### src/rtl/feature_pkg.sv
// ============================================================================
// feature_pkg
// Shared types and helpers for the multi-channel CNN feature FIFO.
// Revision: 1.0
// ============================================================================
`default_nettype none

package feature_pkg;

    localparam int FEAT_W = 8;

    typedef logic [FEAT_W-1:0] feature_t;

    // Width of an occupancy counter that must represent 0..depth inclusive.
    function automatic int clog2_cnt(input int depth);
        return $clog2(depth + 1);
    endfunction

endpackage

`default_nettype wire

### src/rtl/feature_fwft_ram.sv
// ============================================================================
// feature_fwft_ram
// Simple dual-port register array: synchronous write, asynchronous read.
// Revision: 1.0
// ============================================================================
`default_nettype none

module feature_fwft_ram #(
    parameter int WIDTH  = 8,
    parameter int DEPTH  = 16,
    parameter int ADDR_W = $clog2(DEPTH)
) (
    input  logic              clk,
    input  logic              wr_en,
    input  logic [ADDR_W-1:0] wr_addr,
    input  logic [WIDTH-1:0]  wr_data,
    input  logic [ADDR_W-1:0] rd_addr,
    output logic [WIDTH-1:0]  rd_data
);

    // No reset on the array: contents are don't-care until written.
    logic [WIDTH-1:0] mem [DEPTH];

    always_ff @(posedge clk) begin
        if (wr_en) begin
            mem[wr_addr] <= wr_data;
        end
    end

    assign rd_data = mem[rd_addr];

endmodule

`default_nettype wire

### src/rtl/feature_fwft_fifo.sv
// ============================================================================
// feature_fwft_fifo
// Multi-channel first-word-fall-through FIFO with occupancy and backpressure.
// Optional sticky overflow/underflow flags when FEATURE_FWFT_ERR_EN is defined.
// Revision: 1.0
// ============================================================================
`default_nettype none

module feature_fwft_fifo
    import feature_pkg::*;
#(
    parameter int DATA_W   = FEAT_W,
    parameter int CHANNELS = 1,
    parameter int DEPTH    = 16,
    parameter int AFULL_TH = DEPTH - 2
) (
    input  logic                           clk,
    input  logic                           rst,
    input  logic                           wr_en,
    input  logic [CHANNELS*DATA_W-1:0]     in_feature,
    input  logic                           rd_en,
    output logic [CHANNELS*DATA_W-1:0]     out_feature,
    output logic                           empty,
    output logic                           full,
    output logic                           almost_full,
    output logic [clog2_cnt(DEPTH)-1:0]    count
`ifdef FEATURE_FWFT_ERR_EN
    ,
    output logic                           overflow,
    output logic                           underflow
`endif
);

    localparam int WORD_W = CHANNELS * DATA_W;
    localparam int PTR_W  = $clog2(DEPTH);
    localparam int CNT_W  = clog2_cnt(DEPTH);

    localparam logic [CNT_W-1:0] DEPTH_CNT = CNT_W'(DEPTH);
    localparam logic [CNT_W-1:0] AFULL_CNT = CNT_W'(AFULL_TH);

    logic [PTR_W-1:0]  wr_ptr;
    logic [PTR_W-1:0]  rd_ptr;
    logic [CNT_W-1:0]  count_next;
    logic [WORD_W-1:0] head_word;
    logic              wr_ok;
    logic              rd_ok;
    logic              ram_we;

    // A pop frees a slot in the same cycle, so a full FIFO can still accept a push.
    assign rd_ok  = rd_en && !empty;
    assign wr_ok  = wr_en && (!full || rd_ok);
    assign ram_we = wr_ok && !rst;

    always_comb begin
        count_next = count;
        if (wr_ok && !rd_ok) begin
            count_next = count + CNT_W'(1);
        end else if (!wr_ok && rd_ok) begin
            count_next = count - CNT_W'(1);
        end
    end

    // Pointers are exactly log2(DEPTH) wide, so they wrap naturally.
    always_ff @(posedge clk) begin
        if (rst) begin
            wr_ptr      <= '0;
            rd_ptr      <= '0;
            count       <= '0;
            empty       <= 1'b1;
            full        <= 1'b0;
            almost_full <= 1'b0;
        end else begin
            if (wr_ok) begin
                wr_ptr <= wr_ptr + PTR_W'(1);
            end
            if (rd_ok) begin
                rd_ptr <= rd_ptr + PTR_W'(1);
            end
            count       <= count_next;
            empty       <= (count_next == '0);
            full        <= (count_next == DEPTH_CNT);
            almost_full <= (count_next >= AFULL_CNT);
        end
    end

`ifdef FEATURE_FWFT_ERR_EN
    always_ff @(posedge clk) begin
        if (rst) begin
            overflow  <= 1'b0;
            underflow <= 1'b0;
        end else begin
            if (wr_en && full && !rd_ok) begin
                overflow <= 1'b1;
            end
            if (rd_en && empty) begin
                underflow <= 1'b1;
            end
        end
    end
`endif

    feature_fwft_ram #(
        .WIDTH  (WORD_W),
        .DEPTH  (DEPTH),
        .ADDR_W (PTR_W)
    ) u_ram (
        .clk     (clk),
        .wr_en   (ram_we),
        .wr_addr (wr_ptr),
        .wr_data (in_feature),
        .rd_addr (rd_ptr),
        .rd_data (head_word)
    );

    // Stale array contents must never leak out while the FIFO is empty.
    assign out_feature = empty ? '0 : head_word;

endmodule

`default_nettype wire

### config.mk
export PLATFORM = sky130hd
export DESIGN_NAME = feature_fwft_fifo
export DESIGN_NICKNAME = d
export VERILOG_FILES = /design/src/rtl/feature_pkg.sv /design/src/rtl/feature_fwft_ram.sv /design/src/rtl/feature_fwft_fifo.sv
export SDC_FILE = /design/constraint.sdc
export NUM_CORES = 1
export LEC_CHECK = 0
export CORE_UTILIZATION = 35
export DETAILED_ROUTE_END_ITERATION = 8
export PLACE_DENSITY = 0.64
export SYNTH_ARGS = -nofsm -noshare
export SYNTH_HDL_FRONTEND = slang
export SYNTH_SLANG_ARGS = --single-unit
export TNS_END_PERCENT = 50
### constraint.sdc
create_clock -name clk -period 2.08 [get_ports clk]
set_input_delay 0.312 -clock clk [delete_from_list [all_inputs] [get_ports clk]]
set_output_delay 0.312 -clock clk [all_outputs]
set_load 0.1 [all_outputs]
[Yosys cells after proc, flatten, opt, wreduce, memory -nomap -nowiden]
Memories as Yosys holds them, arrays and structs flattened. A register that Yosys moved wholly into a read port is not among the register bits.
Cells that the tools add are included.
Storage, ports and cells
  bits in registers: 16
  memory bits (writable): 128
  input port bits: 12
  word-level logic and storage cells: 32
  memories: 1
Operators by class
  $add $sub $neg: 4
  magnitude comparators: 1
  eq/ne operators: 1
  multiplexer cells: 7
  reductions and logical operators: 12
Memories
  u_ram.mem: depth 16, bits a word 8, rd ports 1, clocked after memory_dff 1, wr ports 1, line feature_fwft_ram.sv:22  | logic [WIDTH-1:0] mem [DEPTH];
Operators by type and width (count)
  $mux 5: 2
  $add 4x1->4 const B: 2
  $mux 4: 2
  $mux 8: 1
  $add 5x1->5 const B: 1
  $eq 5x5->1 const B: 1
  $ge 5x4->1 const B: 1
  $logic_and 1x1->1: 5
  $logic_not 1->1: 5
  $logic_not 5->1: 1
  $sub 5x1->5 const B: 1
  $mux 1: 2
  $logic_or 1x1->1: 1

[Depth between registers and ports, before layout]
  depth after elaboration: 9
  depth in mapped cells: 7

[Modules after synthesis]
Synthesis repeated with hierarchy kept, for this count alone.
Second synthesis, totals
  cells, all modules: 316
  area, all modules: 5848.1 um2
Modules (own cells, without submodules)
  feature_fwft_ram: instances 1, cells an instance 221, area an instance 4987.3 um2, seq. area each 3843.7 um2
  feature_fwft_fifo: instances 1, cells an instance 95, area an instance 860.8 um2, seq. area each 320.3 um2

[Least setup slack after synthesis]
Ideal clock, no wire load.
  path type: register to output
  start point: reg (tool-made name)
  end point: out out_feature[1]
  data arrival time: 2.530 ns
  data required time: 1.768 ns
  setup slack: -0.762 ns
  stages on the path, launching flop included: 5
  buffers on the path: 1
  path through: dfxtp_1 buf_1 mux4_2 mux4_2 nor2b_1
RTL lines
  to (decl): line feature_fwft_fifo.sv:22  | output logic [CHANNELS*DATA_W-1:0] out_feature,

==> results.txt <==
The number of search-and-repair iterations in the first detailed-routing pass came out at 4. On the critical path, the stage with the largest delay is an instance of mux4_2. For this run, design rule violations remaining after detail routing come to 0. The H-tree was split into 4 levels. The run gives 0 as the buffer count from post-CTS setup fixing. The number of antenna violations at the first check in global routing is 0, and the maximum number of pins on one net before global-route repair is 33. Sorting the synthesized cells by area gives the leading types as edfxtp_1 66%, mux4_2 15%, dfxtp_1 6.9%, nor2_1 2.1%, ha_1 1.5%.

The commonest cells after synthesis are 128 x edfxtp_1, 40 x mux4_2, 32 x nor2_1, 20 x dfxtp_1. The floorplan step set the die height to 131 µm. Cell area after layout: 0.00752 mm².

The weighted congestion reported at the end of routability-driven placement is 0.750. Averaged over all synthesized cells, the footprint is 19.2 µm². The total CTS buffers was 17. The core region is 0.0161 mm².

The completed layout was analyzed and its total power is 0.00815 W. The number of antenna diodes in the final layout is 0. The net count after synthesis was 322; the count of antenna-violating nets left after detailed routing was 0. The final critical path takes up 128% of the cycle. The fraction of synthesized cell area taken by the top area cell type is 66.1%. The sum of overflow across all layers after global routing came out at 0. The run gives 317 as the iteration-0 DRC count of the detailed router. After clock tree synthesis, the clock-pin slew on the worst setup and hold paths is 0.06 ns.

After synthesis the cells add up to 0.00582 mm². The final route contains 3000 vias. The flow ran to the end, but the final reports show violations. In this run the static leakage power is 2.50 nW. For the number of endpoints failing setup at the final stage, the log shows 8. Traced cell by cell, the critical path runs through buf_12 -> mux4_2 -> mux4_2 -> nor2b_4 -> buf_12. The via count of the first global-routing pass is 3187, and the floorplan die width is 131 µm. The first global-routing pass estimated 18.3 mm of wire.

The minimum clock period after layout was 2.67 ns. Counting flops with a built-in enable in the synthesized netlist gives 128. 28 I/O pins were placed. The number of distinct standard cells referenced by the synthesized netlist was 35; the post-synthesis async set-or-reset flop share was 0%.

The final worst setup slack was -0.587 ns. The leading cell type by number of instances after synthesis is edfxtp_1. Grouping stages by cell kind, the critical path spends the most delay in multiplexers. After synthesis, flip-flops and latches occupy 72.9% of the total area. Between clock sinks in the finished design, the worst skew comes to 0.00867 ns. The flip-flop and latch count after synthesis is 148. The clock reaches the later pin of the worst-skew pair after 0.42 ns. The data required time at the worst endpoint was 1.77 ns. Derived from the worst setup path, the maximum achievable clock frequency is 375 MHz. The tree built by TritonCTS fans out to 148 sinks. For this run, the slowest stage of the critical path takes 0.53 ns.

The peak supply drop came out at 0.553 mV. Detailed placement ended at an HPWL of 7.89 mm. At the pin with the least slew margin, the transition time is 0.592 ns. The number of max-slew violations in the final report is 0. The final reports fail on setup timing. For the net count reported at finish, the log shows 398. Total track usage: 15.4%. Clock tree synthesis selected as its root buffer the cell clkbuf_16. The flip-flop cell with the highest count after synthesis is edfxtp_1.

The tool flagged a number of max-cap violations equal to 0. The total detailed-routing wirelength was 11.9 mm; the number of buffers inserted by port buffering was 27. The maximum fanout along the worst path is 9.

STA classifies the critical path endpoint as an output port. TritonCTS built the clock tree. The aggregate negative setup slack came out at -4.51 ns. Setup repair after global routing could not meet its margin everywhere.

Using the TritonRoute via totals, the vias-per-cell ratio works out to 4.93. The worst setup path is launched from a flip-flop. At the worst endpoint, the arrival time is 2.35 ns. Measured against its own limit, the worst slew margin works out to 60.4%. Once the floorplan was initialized, standard cells occupied 36.2% of the core. Counting both buffers and inverters, the worst setup path holds a total of 2. The placed instances occupy a cell area of 0.00690 mm².

The power per unit of standard cell area is 1080 mW/mm², and the synthesized instance count is 303. At the placement stage, the worst setup path has a slack of -0.141 ns. The final-report hold violation count is 0, and the average detailed-routed wire length per instance is 19.6 µm.

The proportion of layout cells with a drive suffix above 1 was 41.3%; the die outline area was 0.0171 mm². From synthesis to final layout, the design area changed by 29.2%. Summed over all instances, the cell type with the most area after synthesis is edfxtp_1. For this design, the CTS-stage hold fixing added 0 buffers. The worst setup path is of the flip-flop to output port kind. In this run the deepest clock path goes through 2 buffers. In this run the worst hold path is classified as flip-flop to flip-flop. The initialized floorplan defines 46 standard-cell rows. The number of warnings printed during yosys synthesis was 0.
==> through the flow <==
step           util (%)  hold WS (ns)  cells
2_1_floorplan         -         0.411    303
4_1_cts            46.6         0.512    607
3_3_place_gp       42.9         0.497    575
6_report           46.8         0.520    608
5_1_grt            46.8         0.533    608
3_5_place_dp       42.9         0.502    575
==> layout by cell type, fill, tap and decap left out, drive strengths merged, types with 11 or more instances in the layout <==
master / count
edfxtp: 128
buf: 58
mux4: 40
nor2: 32
dfxtp: 20
clkbuf: 18
inv: 16
nand2: 11
clkdlybuf4s50: 11
nor2b: 11
==> worst register-to-register path: cells and delay by family (launching register included) <==
| family | cells | cell delay, ns |
|---|---|---|
| flops | 1 | 0.33 |
| buf+inv | 1 | 0.18 |
| simple gates | 3 | 0.59 |
| compound gates | 1 | 0.29 |
==> flip-flops by register name, indices dropped and copies added, names as in the netlist, named ones only <==
signal       cells
almost_full      1
empty            1
u_ram.mem      128
wr_ptr           4
count            5
full             1
rd_ptr           4
==> area by class of cell <==
type | instances | area (µm²)
inverter | 5 | 18.8
sequential | 148 | 4250
clock buffer | 17 | 425
tap | 216 | 270
fill | 1342 | 8540
timing repair buffer | 70 | 811
clock inverter | 15 | 156
multi-input combinational | 137 | 1590
==> final timing paths <==
kind / from / end / slack (ns) / depth (start not counted)
max: flip-flop / out_feature[6] / -0.59 / 5
min reg2reg: rd_ptr[1] / rd_ptr[1] / 0.52 / 2
min: rd_ptr[1] / rd_ptr[1] / 0.52 / 2
max reg2reg: empty / u_ram.mem[15][7] / 0.39 / 5
==> per-layer routing <==
layer  GRT usage (%)  part of all wire (%)  vias up
met2            24.7                    52       69
met1            19.8                    43     1567
met3            3.87                   3.6        9
li1                -                     -     1355
met5               0                     0        -
met4            6.56                   1.4        0
==> power by group <==
part | total, W | internal [W] | switching [W]
Sequential | 0.00338 | 0.00330 | 0.0000746
Combinational | 0.00178 | 0.000733 | 0.00105
Clock | 0.00299 | 0.00170 | 0.00128
==> what timing repair did <==
item	CTS	global route
setup endpoints to repair	8	8
gates resized for setup	0	5
cloned	0	1
hold endpoints to repair	0	0
==> cells by family (layout without fill, tap and decap cells) <==
group	Yosys count	in the layout	share of synthesized area (%)
flops	148	148	72.9
simple gates	68	68	5.59
compound gates	12	12	1.38
xor+xnor	9	9	1.35
fa+ha+maj	7	7	1.51
buf+inv	18	107	1.57
mux	41	41	15.7
Note: power is estimated with default switching activity, not from simulation.
